`src/rtl/mem_map_pkg.sv`:
```
// Shared memory-map constants and types for the frame/data RAM port-A clients.
// The selection word lives at a fixed byte address and is read as 4 little-endian bytes.
package mem_map_pkg;

    localparam int ADDR_W = 19;
    localparam logic [ADDR_W-1:0] SELECTION_WORD_ADDR = 19'h30E50;
    localparam int BYTES_PER_WORD = 4;

    typedef enum logic [1:0] {
        IDLE = 2'd0,
        READ = 2'd1,
        DONE = 2'd2
    } rd_state_t;

endpackage

```
`src/rtl/ram_word_reader_if.sv`:
```
// Request/response handshake between the CPU side and the RAM word reader.
// The master starts a read and receives busy/done and the assembled word.
interface ram_word_reader_if #(
    parameter int ADDR_W = 19
);

    logic              start;
    logic [ADDR_W-1:0] base_addr;
    logic              busy;
    logic              done;
    logic [31:0]       data_out;

    modport master (
        output start,
        output base_addr,
        input  busy,
        input  done,
        input  data_out
    );

    modport slave (
        input  start,
        input  base_addr,
        output busy,
        output done,
        output data_out
    );

endinterface

```
`src/rtl/read_valid_pipe.sv`:
```
// Shift register tracking outstanding RAM reads; its output marks the cycle
// whose closing edge samples the byte issued RD_LAT edges earlier.
module read_valid_pipe #(
    parameter int RD_LAT = 1
) (
    input  logic clk,
    input  logic reset_n,
    input  logic vld_in,
    output logic vld_out
);

    logic [RD_LAT-1:0] vld_p;

    always_ff @(posedge clk or negedge reset_n) begin
        if (!reset_n) begin
            vld_p <= '0;
        end else begin
            vld_p <= (vld_p << 1) | RD_LAT'(vld_in);
        end
    end

    assign vld_out = vld_p[RD_LAT-1];

endmodule

```
`src/rtl/ram_word_reader.sv`:
```
// Fetches one 32-bit little-endian word through the byte-wide RAM port A by
// issuing four consecutive byte reads and assembling them into data_out.
module ram_word_reader #(
    parameter int ADDR_W = mem_map_pkg::ADDR_W,
    parameter int RD_LAT = 1
) (
    input  logic              clk,
    input  logic              reset_n,
    ram_word_reader_if.slave  rd,
    output logic [ADDR_W-1:0] ram_address,
    output logic [7:0]        ram_writedata,
    output logic              ram_write_enable,
    input  logic [7:0]        q_in
);

    import mem_map_pkg::*;

    localparam logic [1:0] LAST_IDX = 2'(BYTES_PER_WORD - 1);

    rd_state_t         state;
    rd_state_t         state_nxt;
    logic [ADDR_W-1:0] base_reg;
    logic [1:0]        ii;
    logic [1:0]        ii_inc;
    logic [1:0]        ci;
    logic [23:0]       shadow;
    logic              accept;
    logic              issue;
    logic              cap;
    logic              last_cap;

    // busy is low in IDLE and DONE, so a start in the DONE cycle chains the next word
    assign accept   = rd.start && !rd.busy;
    assign issue    = accept || ((state == READ) && (ii != LAST_IDX));
    assign last_cap = cap && (ci == LAST_IDX);
    assign ii_inc   = ii + 2'd1;

    assign ram_writedata    = 8'h00;
    assign ram_write_enable = 1'b0;

    always_comb begin
        state_nxt = state;
        unique case (state)
            IDLE:    if (accept) state_nxt = READ;
            READ:    if (last_cap) state_nxt = DONE;
            DONE:    state_nxt = accept ? READ : IDLE;
            default: state_nxt = IDLE;
        endcase
    end

    always_ff @(posedge clk or negedge reset_n) begin
        if (!reset_n) begin
            state   <= IDLE;
            rd.busy <= 1'b0;
            rd.done <= 1'b0;
        end else begin
            state   <= state_nxt;
            rd.busy <= (state_nxt == READ);
            rd.done <= (state_nxt == DONE);
        end
    end

    // Issue side: address register walks base..base+3 and then holds
    always_ff @(posedge clk or negedge reset_n) begin
        if (!reset_n) begin
            base_reg    <= '0;
            ii          <= 2'd0;
            ram_address <= '0;
        end else if (accept) begin
            base_reg    <= rd.base_addr;
            ii          <= 2'd0;
            ram_address <= rd.base_addr;
        end else if (issue) begin
            ii          <= ii_inc;
            ram_address <= base_reg + ADDR_W'(ii_inc);
        end
    end

    read_valid_pipe #(
        .RD_LAT (RD_LAT)
    ) u_vld_pipe (
        .clk     (clk),
        .reset_n (reset_n),
        .vld_in  (issue),
        .vld_out (cap)
    );

    // Capture side: bytes 0..2 land in the shadow, byte 3 completes the word
    always_ff @(posedge clk or negedge reset_n) begin
        if (!reset_n) begin
            ci          <= 2'd0;
            shadow      <= '0;
            rd.data_out <= '0;
        end else if (accept) begin
            ci <= 2'd0;
        end else if (cap) begin
            ci <= ci + 2'd1;
            unique case (ci)
                2'd0:    shadow[7:0]   <= q_in;
                2'd1:    shadow[15:8]  <= q_in;
                2'd2:    shadow[23:16] <= q_in;
                default: rd.data_out   <= {q_in, shadow};
            endcase
        end
    end

endmodule
```
`src/flat_wrapper.sv`:
```
// flat-port wrapper written by rule: the top's interface ports become plain ports
module ram_word_reader_flat import mem_map_pkg::*;
#(
    parameter int ADDR_W = mem_map_pkg::ADDR_W,
    parameter int RD_LAT = 1
)
  (clk, reset_n, ram_address, ram_writedata, ram_write_enable, q_in, rd_start, rd_base_addr, rd_busy, rd_done, rd_data_out);
  ram_word_reader_if #(.ADDR_W(ADDR_W)) rd_i ();
  input  logic clk;
  input  logic reset_n;
  output logic [ADDR_W-1:0] ram_address;
  output logic [7:0] ram_writedata;
  output logic ram_write_enable;
  input  logic [7:0] q_in;
  input wire logic [$bits(rd_i.start)-1:0] rd_start;
  input wire logic [$bits(rd_i.base_addr)-1:0] rd_base_addr;
  output wire logic [$bits(rd_i.busy)-1:0] rd_busy;
  output wire logic [$bits(rd_i.done)-1:0] rd_done;
  output wire logic [$bits(rd_i.data_out)-1:0] rd_data_out;
  assign rd_i.start = rd_start;
  assign rd_i.base_addr = rd_base_addr;
  assign rd_busy = rd_i.busy;
  assign rd_done = rd_i.done;
  assign rd_data_out = rd_i.data_out;
  ram_word_reader #(.ADDR_W(ADDR_W), .RD_LAT(RD_LAT)) u_core (.clk(clk), .reset_n(reset_n), .rd(rd_i), .ram_address(ram_address), .ram_writedata(ram_writedata), .ram_write_enable(ram_write_enable), .q_in(q_in));
endmodule
```
`config.mk`:
```
export PLATFORM = sky130hd
export DESIGN_NAME = ram_word_reader_flat
export DESIGN_NICKNAME = d
export VERILOG_FILES = /design/src/rtl/mem_map_pkg.sv /design/src/rtl/ram_word_reader_if.sv /design/src/rtl/read_valid_pipe.sv /design/src/rtl/ram_word_reader.sv /design/src/flat_wrapper.sv
export SDC_FILE = /design/constraint.sdc
export NUM_CORES = 1
export LEC_CHECK = 0
export ABC_AREA = 1
export BUFFER_PORTS_ARGS = -buffer_cell sky130_fd_sc_hd__buf_2
export CORE_UTILIZATION = 29
export DETAILED_ROUTE_END_ITERATION = 12
export PLACE_DENSITY_LB_ADDON = 0.25
export SLEW_MARGIN = 20
export SYNTH_ARGS = -nofsm -noshare
export SYNTH_HDL_FRONTEND = slang
export SYNTH_SLANG_ARGS = --single-unit
```
`constraint.sdc`:
```
create_clock -name clk -period 2.5 [get_ports clk]
set_clock_uncertainty 0.1 [all_clocks]
set_input_delay 0.5 -clock clk [delete_from_list [all_inputs] [get_ports clk]]
set_output_delay 0.5 -clock clk [all_outputs]
set_load 0.02 [all_outputs]
```
==> metrics.md <==
| Metric | Value |
|---|---|
| Synth Area per Inst | `9.34 um2` |
| Post-synth cell types | `31` |
| Crit path launch type | `flip-flop` |
| Layout Nets | `628` |
| Crit path buf inv count | `2` |
| Largest registers | `u_core.rd.data_out x32, u_core.shadow x24` |
| Yosys top cell by area | `dfrtp_1` |
| # diodes | `0` |
| Dpl hpwl | `7480 um` |
| Fin cells | `811` |
| ANT nets after route | `0` |
| Crit path max fanout | `3` |
| Crit-path most repeated cell | `nor2_1` |
| Rows | `46` |
| Adder-cell share of the synthesized area | `2.27%` |
| Achievable Freq | `452 MHz` |
| Yosys top cell area share | `54.3%` |
| Clk slew on worst S/H paths | `0.08 ns` |
| CP max-delay cell | `fa_1` |
| Max reg flops | `32` |
| Inst Count DP | `794` |
| Crit-path cells | `ha_1 -> inv_1 -> fa_1 -> inv_1 -> nand3_1 -> nor2_1 -> nand2_1 -> o21ai_0 -> nand2_1 -> nor2_1 -> nor2_1` |
| Most common cell after layout, fill and taps aside | `nand2_1` |
| CP top delay family | `adder cells` |
| DRT Pass-1 Iters | `4` |
| Final setup violation count | `0` |
| Worst setup margin | `0.286 ns` |
| Worst Setup Path Type | `reg -> reg` |
| PostCTS Resize Cnt | `0` |
| Htree depth | `3` |
| Synth Instances | `508` |
| Global Route Usage Sum | `13.6%` |
| Worst Max-Slew Pin Slew | `0.599 ns` |
| Largest Register | `u_core.rd.data_out` |
| Residual DRC | `0` |
| RSZ-0062 raised after global routing | `no` |
| Die H | `130 um` |
| Top FF cell, synth | `dfrtp_1` |
| Worst hold-check path type | `in -> reg` |
| Post-synthesis simple-gate area fraction | `20.0%` |
| Share of synthesized area spent on multiplexers | `7.59%` |
| Via count | `3556` |
| Routability congestion estimate | `0.803` |
| Cts hold-fix bufs | `1` |
| Worst Path Arrival | `2.35 ns` |
| Synth Register Bits | `103` |
| First-pass GRT wire length | `17700 um` |
| Mapped cell area | `0.00474 mm2` |
| VDD IR-drop max | `0.320 mV` |
| Setup WS pre-CTS | `0.283 ns` |
| Fin crit share | `88.6%` |
| Hold Vio Cnt, Final | `0` |
| IO Port Bufs | `82` |
| Largest net degree at the start of global routing | `54` |
| Max Cap Viol | `0` |
| Ratio of cells with drive above 1 in the final layout | `24.2%` |
| Slew Viols, Final | `0` |
| Sequential area share after synthesis | `54.3%` |
| Number of synthesized flops with an enable pin | `0` |
| Pwr/cell area | `560 mW/mm2` |
| DR iter-0 viols | `174` |
| CTS tree | `done` |
| Largest stage delay, worst path | `0.44 ns` |
| Most frequent cells in the layout | `nand2_1, dfrtp_1, buf_2` |
| DR vias/cell | `4.38` |
| Num CTS Buffers | `9` |
| Relative slew slack | `60.1%` |
| CTS Sinks | `103` |
| Die ar. | `0.0169 mm2` |
| Status | `complete, no violations` |
| Post-synth ARST share | `100%` |
| Vias in the first global route | `3509` |
| Overflow after GRT | `0` |
| Largest family of logic cells by synthesized area | `simple AND/OR/NAND/NOR gates` |
| Initial antenna violation count | `0` |
| Post-Route WL | `10800 um` |
| Post-synthesis compound-gate area fraction | `7.81%` |
| Ranking of synthesized cells by area | `dfrtp_1, nand2_1, mux2_4` |
| Synth warn | `0` |
| Core area | `0.0159 mm2` |
| Post-CTS Setup Bufs | `0` |
| Tmin final | `2.21 ns` |
| Worst-skew pair later-pin latency | `0.35 ns` |
| Fin Hold WS | `0.270 ns` |
| Die W | `130 um` |
| Synth Area in XOR/XNOR | `0.185%` |
| Tot Pwr | `3.16 mW` |
| Synthesis-to-layout area growth | `19.0%` |
| Setup TNS | `0 ns` |
| Endpoint class of the critical path | `flip-flop` |
| CTS Root Buffer Type | `clkbuf_16` |
| CP Data Required Time | `2.64 ns` |
| # IOs | `92` |
| Leakage power | `3.00 nW` |
| Initial Utilization | `29.8%` |
| DR WL/cell | `13.3 um` |
| CTS max path bufs | `2` |
## synth_stat cells, drive strengths merged, types with 3 or more instances
| cell type | count |
|---|---|
| a21oi | 6 |
| mux2 | 24 |
| or2 | 5 |
| clkbuf | 4 |
| inv | 49 |
| nand2 | 131 |
| ha | 7 |
| nand3 | 25 |
| nand4 | 8 |
| buf | 23 |
| dfrtp | 103 |
| a31oi | 3 |
| nor2 | 49 |
| nor3 | 5 |
| o21ai | 60 |
## layer usage
| layer | vias to the layer above | wire length, um | track usage [%] |
|---|---|---|---|
| met4 | 0 | 82 | 3.97 |
| met1 | 1685 | 5300 | 18.1 |
| met2 | 86 | 5050 | 22.1 |
| li1 | 1779 | - | - |
| met5 | - | 0 | 0 |
| met3 | 6 | 381 | 2.87 |
## worst register-to-register path, stage by stage, from the launching register on
cell     delay [ns]
dfrtp_1        0.39
ha_1           0.31
inv_1          0.07
fa_1           0.44
inv_1          0.09
nand3_1        0.07
nor2_1         0.19
nand2_1        0.10
o21ai_0        0.16
nand2_1        0.07
nor2_1         0.08
nor2_1         0.04
## final timing paths
check | from | end | slack [ns] | cells past startpoint
worst max-delay path | u_core.ii[1] | u_core.ram_address[12] | 0.29 | 11
worst min-delay path | rd_base_addr[11] | u_core.base_reg[11] | 0.27 | 3
worst max register to register | u_core.ii[1] | u_core.ram_address[12] | 0.29 | 11
worst min register to register | u_core.state[1] | u_core.rd.done | 0.36 | 1
max in group asynchronous | reset_n | u_core.base_reg[1] | 1.13 | 3
min in group asynchronous | reset_n | u_core.rd.data_out[13] | 0.54 | 2
## area by class of cell
| type | instances | area [um2] |
|---|---|---|
| clock buffers | 9 | 225 |
| clock inverters | 7 | 67.6 |
| fillers | 1662 | 10300 |
| inverters | 49 | 186 |
| multi-input cells | 337 | 1830 |
| flip-flops and latches | 103 | 2580 |
| well taps | 216 | 270 |
| repair buffers | 90 | 488 |
## through the flow
stage	utilization, %	cell area [um2]
floorplan	-	4770
global route	35.4	5650
CTS	35.4	5650
finish	35.4	5650
detailed placement	33.5	5340
global placement	33.5	5340
## power breakdown
part           switching (mW)  leakage, nW  internal [mW]
Combinational          0.0706         1.62         0.0284
Sequential            0.00678         1.24           1.68
Clock                   0.676        0.145          0.701
Total                   0.753         3.00           2.41
## cell families after synthesis
| kind of cell | count (synthesis) |
|---|---|
| flip-flops | 103 |
| XOR/XNOR | 1 |
| AO/OA/AOI/OAI | 72 |
| multiplexers | 24 |
| buffers and inverters | 76 |
| AND/OR/NAND/NOR | 223 |
| adder cells (fa/ha/maj) | 8 |
| other | 1 |
Power figures use the tool's default switching activity.
